===== src/rtl/arb_request_ctrl.sv =====
// Requester-side controller for a round-robin arbiter: per-client burst credit counters,
// request generation and fixed-length bus ownership. Optional macro: ARB_GRANT_CHECK_EN.
module arb_request_ctrl #(
    parameter int request_lines = 4,
    parameter int burst_len     = 4,
    parameter int count_width   = 3,
    localparam int beat_width   = (burst_len > 1) ? $clog2(burst_len) : 1
) (
    input  logic                     clk,
    input  logic                     rst,
    input  logic [request_lines-1:0] push,
    output logic [request_lines-1:0] full,
    output logic [request_lines-1:0] req,
    input  logic [request_lines-1:0] grant,
    output logic [request_lines-1:0] owner,
    output logic [beat_width-1:0]    beat,
    output logic                     last,
    output logic [request_lines-1:0] done,
    output logic                     grant_err
);

    typedef enum logic {
        IDLE,
        OWN
    } state_t;

    localparam logic [count_width-1:0] COUNT_MAX = '1;
    localparam logic [beat_width-1:0]  LAST_BEAT = beat_width'(burst_len - 1);

    state_t                   state;
    logic [count_width-1:0]   count [request_lines];
    logic [request_lines-1:0] pending;
    logic                     grant_onehot;
    logic                     grant_take;
    logic [beat_width-1:0]    beat_inc;

    always_comb begin
        pending = '0;
        full    = '0;
        for (int unsigned i = 0; i < request_lines; i++) begin
            pending[i] = (count[i] != '0);
            full[i]    = (count[i] == COUNT_MAX);
        end
    end

    assign req          = (state == IDLE) ? pending : '0;
    assign grant_onehot = (grant != '0) && ((grant & (grant - 1'b1)) == '0);
    assign grant_take   = (state == IDLE) && grant_onehot && ((grant & pending) != '0);
    assign beat_inc     = beat + 1'b1;

    // A done on a saturated line frees the slot that a same-cycle push then takes.
    always_ff @(posedge clk or posedge rst) begin
        if (rst) begin
            for (int unsigned i = 0; i < request_lines; i++) begin
                count[i] <= '0;
            end
        end else begin
            for (int unsigned i = 0; i < request_lines; i++) begin
                case ({push[i] & (~full[i] | done[i]), done[i]})
                    2'b10:   count[i] <= count[i] + 1'b1;
                    2'b01:   count[i] <= count[i] - 1'b1;
                    default: count[i] <= count[i];
                endcase
            end
        end
    end

    // last/done are registered, so they are loaded one beat ahead of the beat they mark.
    always_ff @(posedge clk or posedge rst) begin
        if (rst) begin
            state <= IDLE;
            owner <= '0;
            beat  <= '0;
            last  <= 1'b0;
            done  <= '0;
        end else begin
            case (state)
                IDLE: begin
                    if (grant_take) begin
                        state <= OWN;
                        owner <= grant;
                        beat  <= '0;
                        last  <= (LAST_BEAT == '0);
                        done  <= (LAST_BEAT == '0) ? grant : '0;
                    end
                end
                OWN: begin
                    if (last) begin
                        state <= IDLE;
                        owner <= '0;
                        beat  <= '0;
                        last  <= 1'b0;
                        done  <= '0;
                    end else begin
                        beat  <= beat_inc;
                        last  <= (beat_inc == LAST_BEAT);
                        done  <= (beat_inc == LAST_BEAT) ? owner : '0;
                    end
                end
                default: state <= IDLE;
            endcase
        end
    end

`ifdef ARB_GRANT_CHECK_EN
    logic [request_lines-1:0] req_q;
    logic                     err_q;

    always_ff @(posedge clk or posedge rst) begin
        if (rst) begin
            req_q <= '0;
            err_q <= 1'b0;
        end else begin
            req_q <= req;
            if ((state == IDLE) &&
                (((grant != '0) && !grant_onehot) || ((grant & ~req_q) != '0))) begin
                err_q <= 1'b1;
            end
        end
    end

    assign grant_err = err_q;
`else
    assign grant_err = 1'b0;
`endif

endmodule


===== config.mk =====
export PLATFORM = sky130hd
export DESIGN_NAME = arb_request_ctrl
export DESIGN_NICKNAME = d
export VERILOG_FILES = /design/src/rtl/arb_request_ctrl.sv
export SDC_FILE = /design/constraint.sdc
export NUM_CORES = 1
export LEC_CHECK = 0
export BUFFER_PORTS_ARGS = -buffer_cell sky130_fd_sc_hd__buf_2
export CORE_MARGIN = 10
export CORE_UTILIZATION = 50
export CTS_CLUSTER_SIZE = 8
export DETAILED_ROUTE_END_ITERATION = 7
export GPL_TIMING_DRIVEN = 0
export HOLD_SLACK_MARGIN = 0.15
export PLACE_DENSITY = 0.74
export SYNTH_ARGS = -nofsm -noshare
export SYNTH_HDL_FRONTEND = slang
export SYNTH_SLANG_ARGS = --single-unit

===== constraint.sdc =====
create_clock -name clk -period 2.05 [get_ports clk]
set_clock_uncertainty 0.1 [all_clocks]
set_input_delay 0.205 -clock clk [delete_from_list [all_inputs] [get_ports clk]]
set_output_delay 0.205 -clock clk [all_outputs]
set_load 0.03 [all_outputs]

---- Word-level counts from Yosys, hierarchy flattened ----
Cells that the tools add are included.
Widths: inputs -> output; s select.
word-level totals
  word-level logic and storage cells ...... 85
  register bits ........................... 24
cells by class
  equality and inequality tests ........... 15
  bitwise gates (word level) .............. 15
  add/subtract/negate cells ............... 10
  muxes and demuxes ....................... 21
  reductions and logical operators ........ 15
operators with widths
  operator             count
  $mux 4               6
  $pmux 3 s2           4
  $pmux 4 s2           2
  $add 3x1->3 const B  4
  $eq 3x3->1 const B   4
  $reduce_bool 3->1    4
  $sub 3x1->3 const B  4
  $eq 2x2->1 const B   5
  $and 4x4->4          2
  $eq 2x1->1 const B   4
  $reduce_bool 2->1    4
  $reduce_bool 4->1    2
  $not 1->1            5
  $and 1x1->1          4
  $logic_not 4->1      1
  $mux 1               4
  $mux 2               2
  $ne 2x2->1 const B   2
  $or 1x1->1           4
  $pmux 1 s2           2
  $pmux 2 s2           1
  $sub 4x1->4 const B  1
  $logic_and 1x1->1    3
  $add 2x1->2 const B  1
  $reduce_and 2->1     1

---- Logic depth before layout (Yosys ltp) ----
Gate-level depths: netlist of run 1.
  depth after elaboration ................. 8
  gate-level depth with buffers ........... 5

---- Worst setup path before layout of run 1 ----
Ideal clock, no wire load.
  kind .................................... flip-flop to flip-flop
  start point ............................. reg done[1]
  end point ............................... reg count[8] in the netlist's numbering
  data arrival time ....................... 1.441 ns
  data required time ...................... 1.827 ns
  path buffers ............................ 0
  stages on the path, launching flop included .. 6
  library setup time ...................... 0.123 ns
  slack ................................... 0.386 ns
  path through ............................ dfrtp_1 -> nor2b_1 -> inv_1 -> fa_1 -> mux2i_1 -> xnor2_1
between the ends
  cells in the longest elaborated chain, start to end .. 4
  elaborated cells between the ends (all ways) .. 6
RTL lines
  what                                             line  RTL
  from (decl)                                      18    output logic [request_lines-1:0] done,
  from (signal assigned)                           84    done <= (LAST_BEAT == '0) ? grant : '0;
  from (signal assigned)                           97    done <= (beat_inc == LAST_BEAT) ? owner : '0;
  $or 1x1->1                                       59    case ({push[i] & (~full[i] | done[i]), done[i]})
  $and 1x1->1                                      59
  $eq 2x1->1 or $eq 2x2->1 (tied branches)         59
  $pmux 3 s2 or $reduce_bool 2->1 (tied branches)  -
  to (signal, indexed assignment)                  60    2'b10: count[i] <= count[i] + 1'b1;
  to (signal, indexed assignment)                  61    2'b01: count[i] <= count[i] - 1'b1;
  to (signal, indexed assignment)                  62    default: count[i] <= count[i];
  to (decl)                                        31    logic [count_width-1:0] count [request_lines];
Parallel ways exist; a longest one is shown, timed or not.
A chain may end at the register's enable or synchronous reset.

---- Final worst setup path of run 1 ----
  start point ............................. in grant[1]
  end point ............................... reg owner[0]
between the ends
  cells in the longest elaborated chain, start to end .. 8
  elaborated cells between the ends (all ways) .. 11
RTL lines
  what                                   line  RTL
  from (decl)                            14    input logic [request_lines-1:0] grant,
  $sub 4x1->4                            47    assign grant_onehot = (grant != '0) && ((grant & (grant - 1'b1)) == '0);
  $and 4x4->4                            47
  $logic_not 4->1                        47
  $logic_and 1x1->1                      47
  $logic_and 1x1->1                      48    assign grant_take = (state == IDLE) && grant_onehot && ((grant & pending) != '0);
  $logic_and 1x1->1 (*)                  48
  $ne 2x2->1 (no source line) (*)        -
  $reduce_and 2->1 (no source line) (*)  -
  to (signal assigned)                   81    owner <= grant;
  to (decl)                              15    output logic [request_lines-1:0] owner,
Every way passes the cells marked *; elsewhere a longest branch is shown, timed or not.

==> results_dict.tcl, run 1 <==
set metrics [dict create \
    required_ns 2.18 \
    pwr-share-seq 0.351 \
    core_um2 2500 \
    dieHeight_um 71.29 \
    via_per_inst 5.333 \
    synth.most_common_cell "dfrtp_1" \
    hold_viol 0 \
    fin_crit_sh 0.9734 \
    row_count 18 \
    intPower_mw 1.406 \
    cp_data_arrival_time_ns 2.13 \
    grt_pass1_wl_um 4940 \
    path_buf_inv 2 \
    p_leak_nw 0.7982 \
    synth_area_per_cell_um2 10.78 \
    synth_flop_cell "dfrtp_1" \
    grt_use_total 0.1158 \
    netlist.area_leader.share 0.4567 \
    worstMarginPinSlew_ns 0.8886 \
    initialDrtViolationCount 37 \
    synth_mux_area_frac 0.06851 \
    setup_viol 0 \
    grt-ovfl-total 0 \
    nets 175 \
    route.detailed.drc 0 \
    grt_max_degree 25 \
    avgRoutedWirePerCell_um 15.11 \
    slew_headroom 0.4069 \
    cts_tree "yes" \
    grt_pass1_vias 1112 \
    synth_common_cells "dfrtp_1 (24), inv_1 (17), mux2i_1 (9), nand2b_1 (8), o31ai_1 (7)" \
    slowest_stage "dlygate4sd3_1" \
    clock-sinks 24 \
    crit_chain "dlygate4sd3_1 > buf_2 > nor4b_1 > a311oi_2 > nor3_4 > mux2i_1" \
    synthAdderAreaFrac 0.07041 \
    synth-xor-area-share 0.05994 \
    irDropWorstVdd_uv 923.4 \
    maxCapViolations 0 \
    synthSimpleGateAreaFrac 0.1570 \
    synth_cell_types 30 \
    net-switching-power_mw 1.204 \
    gp_congestion 0.7562 \
    synth_seq_cells 24 \
    hold_path_class "in2reg" \
    dp_hpwl_um 2279 \
    async_reset_ff_frac 1.000 \
    netlist_instances 122 \
    path_clk_slew_ns 0.14 \
    pre_cts_slack_ns 0.2839 \
    crit_fanout 6 \
    critical_path_class "in2reg" \
    tns_ns 0 \
    initial_utilization 0.5260 \
    maxSlewViolCount 0 \
    die_area_um2 5082 \
    p_total_mw 2.610 \
    synthTopCellsByArea "dfrtp_1 (46%), mux2i_1 (6.9%), fa_1 (6.1%)" \
    synth-edff-count 0 \
    io_buffers 28 \
    clock_latency_ns 0.32 \
    io_pins 30 \
    synth_compound_area_frac 0.1227 \
    yosysTopAreaCell "dfrtp_1" \
    dr.pass1.iters 4 \
    die_w_um 71.29 \
    dp.cells 180 \
    fmax_mhz 501.2 \
    via_count 1008 \
    startpoint_type "primary input" \
    ant_nets 0 \
    netlist_area_um2 1315 \
    cts.repair.resized 0 \
    p_per_area_nw_per_um2 1636 \
    htree_levels 1 \
    switching_share 0.4613 \
    end_kind "flip-flop" \
    cts_root_buffer "clkbuf_4" \
    antenna_found_initial 0 \
    synth_top_family_by_area "simple AND/OR/NAND/NOR gates" \
    final_cells 189 \
    yosysSeqAreaShare 0.4567 \
    wirelength_um 2856 \
    antennaDiodeCount 0 \
    clk_path_buf_depth 2 \
    power_frac_clock 0.130 \
    rsz0062_at_grt "no" \
    crit_family "simple AND/OR/NAND/NOR gates" \
    area_delta_synth_final_pct 21.31 \
    drive_above_1_share 0.2264 \
    ys.warnings.count 0 \
    p_comb_frac 0.519 \
    status "complete, no violations" \
    setup_ws_ns 0.05461 \
    synthesis.nets 137 \
    cts_made_buffers 3 \
    post-route-min-period_ns 1.995 \
    critPathMaxStageDelay_ns 0.52 \
]
==> through the flow <==
step / util / hold slack (ns) / area [um2]
floorplan: - / 0.1196 / 1315
global placement: 0.5971 / 0.3316 / 1493
detailed placement: 0.5971 / 0.3365 / 1493
CTS: 0.6341 / 0.1592 / 1585
global route: 0.6381 / 0.1911 / 1595
finish: 0.6381 / 0.1942 / 1595
==> metal layers <==
layer / vias up / global-route usage / wire length (um)
met2: 29 / 0.1951 / 1429
met3: 7 / 0.02893 / 148
met4: 0 / 0.04086 / 51
li1: 490 / - / -
met5: - / 0 / 0
met1: 482 / 0.1392 / 1226
==> flip-flops by register name, summed over array words and instances, names as in the netlist <==
register and flops:
last 1, state 1, count 12, done 4
beat 2, owner 4
==> cells in the final DEF (no fill, tap or decap), types with 2 or more instances in the layout <==
cell type      count
buf_2             28
dfrtp_1           24
nand2_1            5
and3_1             4
nor4b_1            2
mux2i_1            9
o31ai_1            7
inv_1             17
xnor2_1            5
clkbuf_4           3
nor3_1             4
nand3b_1           3
nor2_1             6
xor2_1             4
fa_1               4
nand2b_1           8
o21ai_1            2
dlygate4sd3_1      5
a22o_1             4
==> kinds of logic after synthesis <==
family          after synthesis
flops                        24
other cells                   1
buf+inv                      19
fa+ha+maj                     5
simple gates                 35
xor+xnor                      9
compound gates               20
mux                           9
==> path summary, 6_finish.rpt <==
path	start	end	slack [ns]	depth (start not counted)
max in group asynchronous	rst	done[0]	0.79	3
max reg2reg	state	owner[0]	0.33	3
max	grant[1]	owner[0]	0.05	6
min	push[1]	count[8]	0.19	4
min in group asynchronous	rst	count[11]	0.51	3
min reg2reg	count[11]	count[11]	0.40	1
==> tightest hold or removal path, delay by kind of cell <==
| kind | cells | cell delay (ns) |
|---|---|---|
| muxes | 1 | 0.17 |
| buffers and inverters | 1 | 0.08 |
| xor gates and xnor gates | 1 | 0.08 |
| and+or+nand+nor | 1 | 0.06 |
==> power groups by stage <==
stage / logic [mW] / clock network (mW) / registers, mW
after floorplan: 0.875 / 0 / 1.04
after global placement: 1.33 / 0 / 0.906
after detailed placement: 1.37 / 0 / 0.926
after CTS: 1.38 / 0.343 / 0.916
after global routing: 1.52 / 0.374 / 0.951
final: 1.36 / 0.339 / 0.915
==> cell type report <==
| type | count | area [um2] |
|---|---|---|
| clock buffers | 3 | 22.52 |
| clock inverters | 1 | 30.03 |
| fillers | 226 | 904.6 |
| flip-flops and latches | 24 | 600.6 |
| well taps | 30 | 37.54 |
| multi-input cells | 79 | 633.1 |
| repair buffers | 33 | 190.2 |
| inverters | 17 | 63.81 |
| plain buffers | 2 | 17.52 |
==> repair_timing <==
item	4_1_cts	5_1_grt
setup endpoints to repair	0	0
endpoints found under the hold margin	27	1
buffers inserted	0	0
hold buffers	4	1
(Power assumes the default switching activity.)
==> run 2: changes to the inputs <==
- CORE_MARGIN: 10 -> 2
==> run 2 against run 1 <==
  * Via count decreased by 0.60%
  * Cell area fell by 1.0%
  * Routed wire length is 6.5% lower
  * Combinational power about the same
  * Highest routed layer unchanged
  * Largest power group unchanged
  * Sequential share of layout area rose by 0.39 points
  * Hold slack better by 0.022 ns
  * Register-to-register slack improved by 0.05 ns
==> results_dict.tcl, run 2 (synthesis results as in run 1) <==
set metrics [dict create \
    area_delta_synth_final_pct 20.08 \
    drive_above_1_share 0.2264 \
    hold_viol 0 \
    mostFrequentLayoutCells "buf_2 (28), dfrtp_1 (24), inv_1 (17), mux2i_1 (9), nand2b_1 (8)" \
    irDropWorstVdd_uv 893.2 \
    num-fill-cells 219 \
    grt-ovfl-total 0 \
    antennaDiodeCount 0 \
    cts_root_buffer "clkbuf_4" \
    required_ns 2.19 \
    cts_setup_buffers 0 \
    r2r-start "state" \
    slew_headroom 0.4073 \
    maxSlewViolCount 0 \
    path_clk_slew_ns 0.13 \
    p_leak_nw 0.7913 \
    nets 175 \
    post-route-min-period_ns 1.895 \
    rr_worst_depth 3 \
    die_w_um 55.29 \
    dr.pass1.iters 4 \
    grt_pass1_wl_um 4643 \
    rsz0062_at_grt "no" \
    largest_register "count" \
    wirelength_um 2671 \
    hold_buffers 5 \
    rr_endpoint "owner[2]" \
    cts.repair.resized 0 \
    via_count 1002 \
    dieHeight_um 55.29 \
    hold_path_class "in2reg" \
    min_to "count[8]" \
    row_count 18 \
    initial_utilization 0.5308 \
    r2r_slack_ns 0.38 \
    ant_nets 0 \
    core_um2 2477 \
    largest_reg_flops 12 \
    grt_max_degree 25 \
    cp_data_arrival_time_ns 2.03 \
    crit_fanout 6 \
    cts_made_buffers 3 \
    via_per_inst 5.302 \
    avgRoutedWirePerCell_um 14.13 \
    cts_tree "yes" \
    status "complete, no violations" \
    initialDrtViolationCount 23 \
    critical_path_class "in2reg" \
    grt_use_total 0.1878 \
    tns_ns 0 \
    min_from "push[1]" \
    maxCapViolations 0 \
    p_per_area_nw_per_um2 1604 \
    clock_latency_ns 0.31 \
    io_buffers 28 \
    clock-sinks 24 \
    hold_path_depth 4 \
    top_regs "count (12), done (4), owner (4)" \
    setup_viol 0 \
    htree_levels 1 \
    dp_hpwl_um 2048 \
    fin_crit_sh 0.9242 \
    final_common_cell "buf_2" \
    dp.cells 180 \
    route.detailed.drc 0 \
    antenna_found_initial 0 \
    final_cells 189 \
    worstMarginPinSlew_ns 0.8880 \
    end_kind "flip-flop" \
    fmax_mhz 527.8 \
    grt_pass1_vias 1035 \
    io_pins 30 \
    startpoint_type "primary input" \
    die_area_um2 3056 \
    clk_path_buf_depth 2 \
    gp_congestion 0.8220 \
]
-- run 2: changes by cell type in the layout (fill, tap and decap cells not counted), sizes merged --
| cell | delta |
|---|---|
| bufinv | -1 |
| clkbuf | +1 |
-- run 2: layer usage --
| metal | wire length (um) | part of all wire | GRT usage | vias up |
|---|---|---|---|---|
| met5 | 0 | 0 | 0 | - |
| li1 | - | - | - | 491 |
| met2 | 1358 | 0.51 | 0.3299 | 19 |
| met1 | 1205 | 0.45 | 0.2435 | 490 |
| met4 | 18 | 0.0067 | 0.04181 | 0 |
| met3 | 89 | 0.033 | 0.03044 | 2 |
-- run 2: worst max-delay path by stage --
stage	startpoint	to	slack, ns	cells past startpoint
after floorplan	done[1]	count[8]	0.39	5
after global placement	state	owner[2]	0.43	3
after detailed placement	grant[1]	owner[1]	0.39	5
after CTS	grant[1]	owner[2]	0.17	6
after global routing	grant[1]	owner[2]	0.09	6
final	grant[1]	owner[2]	0.16	6
-- run 2: where the power goes --
| part | leakage, nW | internal [mW] | switching (mW) |
|---|---|---|---|
| Combinational | 0.475 | 0.519 | 0.857 |
| Sequential | 0.295 | 0.699 | 0.210 |
| Clock | 0.0210 | 0.108 | 0.140 |
-- run 2: area by class of cell --
class	instances	area (um2)	area share
buffer	2	17.52	0.01109
clock buffer	4	36.28	0.02298
inverter	17	63.81	0.04041
multi-input combinational	79	633.1	0.4010
sequential	24	600.6	0.3803
tap	30	37.54	0.02377
timing repair buffer	33	190.2	0.1204
-- run 2: critical path: stages --
cell           delay (ns)
dlygate4sd3_1        0.53
buf_2                0.16
nor4b_1              0.37
a311oi_2             0.13
nor3_4               0.40
mux2i_1              0.23
-- run 2: per-stage QoR --
step / setup WS, ns / cell area, um2 / hold WS [ns] / utilization / total power, mW
6_report: 0.1554 / 1579 / 0.2162 / 0.6374 / 2.533
5_1_grt: 0.09399 / 1579 / 0.2176 / 0.6374 / 2.746
4_1_cts: 0.1744 / 1579 / 0.2227 / 0.6374 / 2.551
3_5_place_dp: 0.3933 / 1493 / 0.3312 / 0.6025 / 2.294
3_3_place_gp: 0.4294 / 1493 / 0.3303 / 0.6025 / 2.224
2_1_floorplan: 0.3859 / 1315 / 0.1196 / - / 1.913
==> run 3: changes to the inputs <==
- clock period: 2.05 -> 1.8 ns (I/O delays scaled with it)
==> run 3 against run 2 <==
  * First-iteration DRC count is 30% lower
  * Power is 13% higher
  * Via count hardly changed
  * Clock-buffer cell count stayed put
  * Die area stayed put
  * Global-route usage is 0.20 points higher
  * Critical path depth is 1 lower
  * Sequential share of layout area is 0.29 points higher
  * Combinational power is 10% higher
  * Worst setup slack better by 0.016 ns
  * Largest cell class unchanged
  * Highest routed layer unchanged
==> results_dict.tcl, run 3 (synthesis results as in run 1) <==
set metrics [dict create \
    cp_data_arrival_time_ns 1.77 \
    cts_tree "yes" \
    clock_latency_ns 0.30 \
    fin_crit_sh 0.9046 \
    cts_root_buffer "clkbuf_4" \
    largest_reg_flops 12 \
    wirelength_um 2635 \
    fmax_mhz 614.2 \
    slowest_stage "dfrtp_1" \
    cts_made_buffers 3 \
    die_area_um2 3056 \
    maxSlewViolCount 0 \
    mostFrequentLayoutCells "buf_2 (28), dfrtp_1 (23), inv_1 (17), mux2i_1 (9), nand2b_1 (8)" \
    grt_pass1_wl_um 4705 \
    rr_worst_depth 5 \
    gp_congestion 0.8220 \
    row_count 18 \
    crit_fanout 4 \
    avgRoutedWirePerCell_um 14.02 \
    rsz0062_at_grt "no" \
    antenna_found_initial 0 \
    core_um2 2477 \
    hold_path_depth 4 \
    final_common_cell "buf_2" \
    path_buf_inv 1 \
    rr_endpoint "count[8]" \
    end_kind "flip-flop" \
    p_leak_nw 0.7851 \
    status "complete, no violations" \
    clk_path_buf_depth 2 \
    required_ns 1.94 \
    hold_viol 0 \
    p_per_area_nw_per_um2 1825 \
    die_w_um 55.29 \
    final_util 0.6338 \
    worstMarginPinSlew_ns 0.8885 \
    critical_path_class "reg2reg" \
    cts_setup_buffers 0 \
    grt_use_total 0.1898 \
    grt-ovfl-total 0 \
    crit_family "flip-flops" \
    io_pins 30 \
    area_delta_synth_final_pct 19.41 \
    grt_pass1_vias 1065 \
    setup_viol 0 \
    critPathMaxStageDelay_ns 0.41 \
    slew_headroom 0.4070 \
    via_count 1003 \
    initialDrtViolationCount 16 \
    irDropWorstVdd_uv 1016 \
    r2r_slack_ns 0.17 \
    dr.pass1.iters 4 \
    largest_register "count" \
    nets 174 \
    top_regs "count (12), done (4), owner (4)" \
    dieHeight_um 55.29 \
    crit_chain "nor2b_1 > inv_1 > fa_1 > mux2i_1 > xnor2_1" \
    drive_above_1_share 0.2342 \
    initial_utilization 0.5308 \
    maxCapViolations 0 \
    via_per_inst 5.335 \
    r2r-start "done[1]" \
    min_to "count[8]" \
    ant_nets 0 \
    startpoint_type "flip-flop" \
    route.detailed.drc 0 \
    path_clk_slew_ns 0.13 \
    tns_ns 0 \
    io_buffers 28 \
    grt_max_degree 25 \
    antennaDiodeCount 0 \
    min_from "push[1]" \
    dp_hpwl_um 2048 \
    post-route-min-period_ns 1.628 \
    htree_levels 1 \
    clock-sinks 24 \
    hold_path_class "in2reg" \
]
## run 3: cell types whose count changed in the layout (fill, tap and decap cells not counted)
cell             delta
dfrtp_2             +1
clkdlybuf4s15_1     -1
dfrtp_1             -1
## run 3: worst max-delay path by stage
stage	startpoint	to	slack (ns)	cells past startpoint
floorplan	done[1]	count[8]	0.14	5
global placement	state	owner[2]	0.18	3
detailed placement	state	owner[1]	0.15	3
CTS	done[3]	count[2]	0.16	4
global route	count[0]	count[2]	0.05	4
finish	done[1]	count[8]	0.17	5
## run 3: stage by stage
stage	setup WS, ns	instances	power [mW]	cell area (um2)	hold WS (ns)
final	0.1718	188	2.866	1570	0.1936
after global routing	0.05485	188	3.116	1570	0.1926
after CTS	0.1600	188	2.890	1569	0.1977
after detailed placement	0.1546	180	2.613	1493	0.3062
after global placement	0.1794	180	2.533	1493	0.3053
after floorplan	0.1359	122	2.179	1315	0.09462
## run 3: final cells by class
class / instances / area [um2]
Inverter: 17 / 63.81
Clock buffer: 4 / 36.28
Tap cell: 30 / 37.54
Fill cell: 219 / 907.1
Timing Repair Buffer: 33 / 190.2
Sequential cell: 24 / 601.8
Multi-Input combinational cell: 79 / 633.1
Buffer: 1 / 7.507
## run 3: what timing repair did
item	4_1_cts	5_1_grt
setup endpoints to repair	1	1
hold endpoints to repair	28	0
gates resized for setup	0	1
hold buffers	5	0
## run 3: report_power, final
part,switching [mW],internal [mW],total (mW)
clock network,0.156,0.123,0.279
registers,0.274,0.797,1.07
logic,0.938,0.578,1.52
## run 3: tightest hold or removal path, stage by stage
cell and delay, ns:
buf_2 0.08, nor2b_1 0.06, mux2i_1 0.16, xnor2_1 0.08
## run 3: layer usage
| metal | vias to the layer above | GRT usage | part of all wire |
|---|---|---|---|
| li1 | 490 | - | - |
| met1 | 492 | 0.2496 | 0.45 |
| met2 | 19 | 0.3214 | 0.51 |
| met3 | 2 | 0.03513 | 0.032 |
| met4 | 0 | 0.05226 | 0.0068 |
| met5 | - | 0 | 0 |
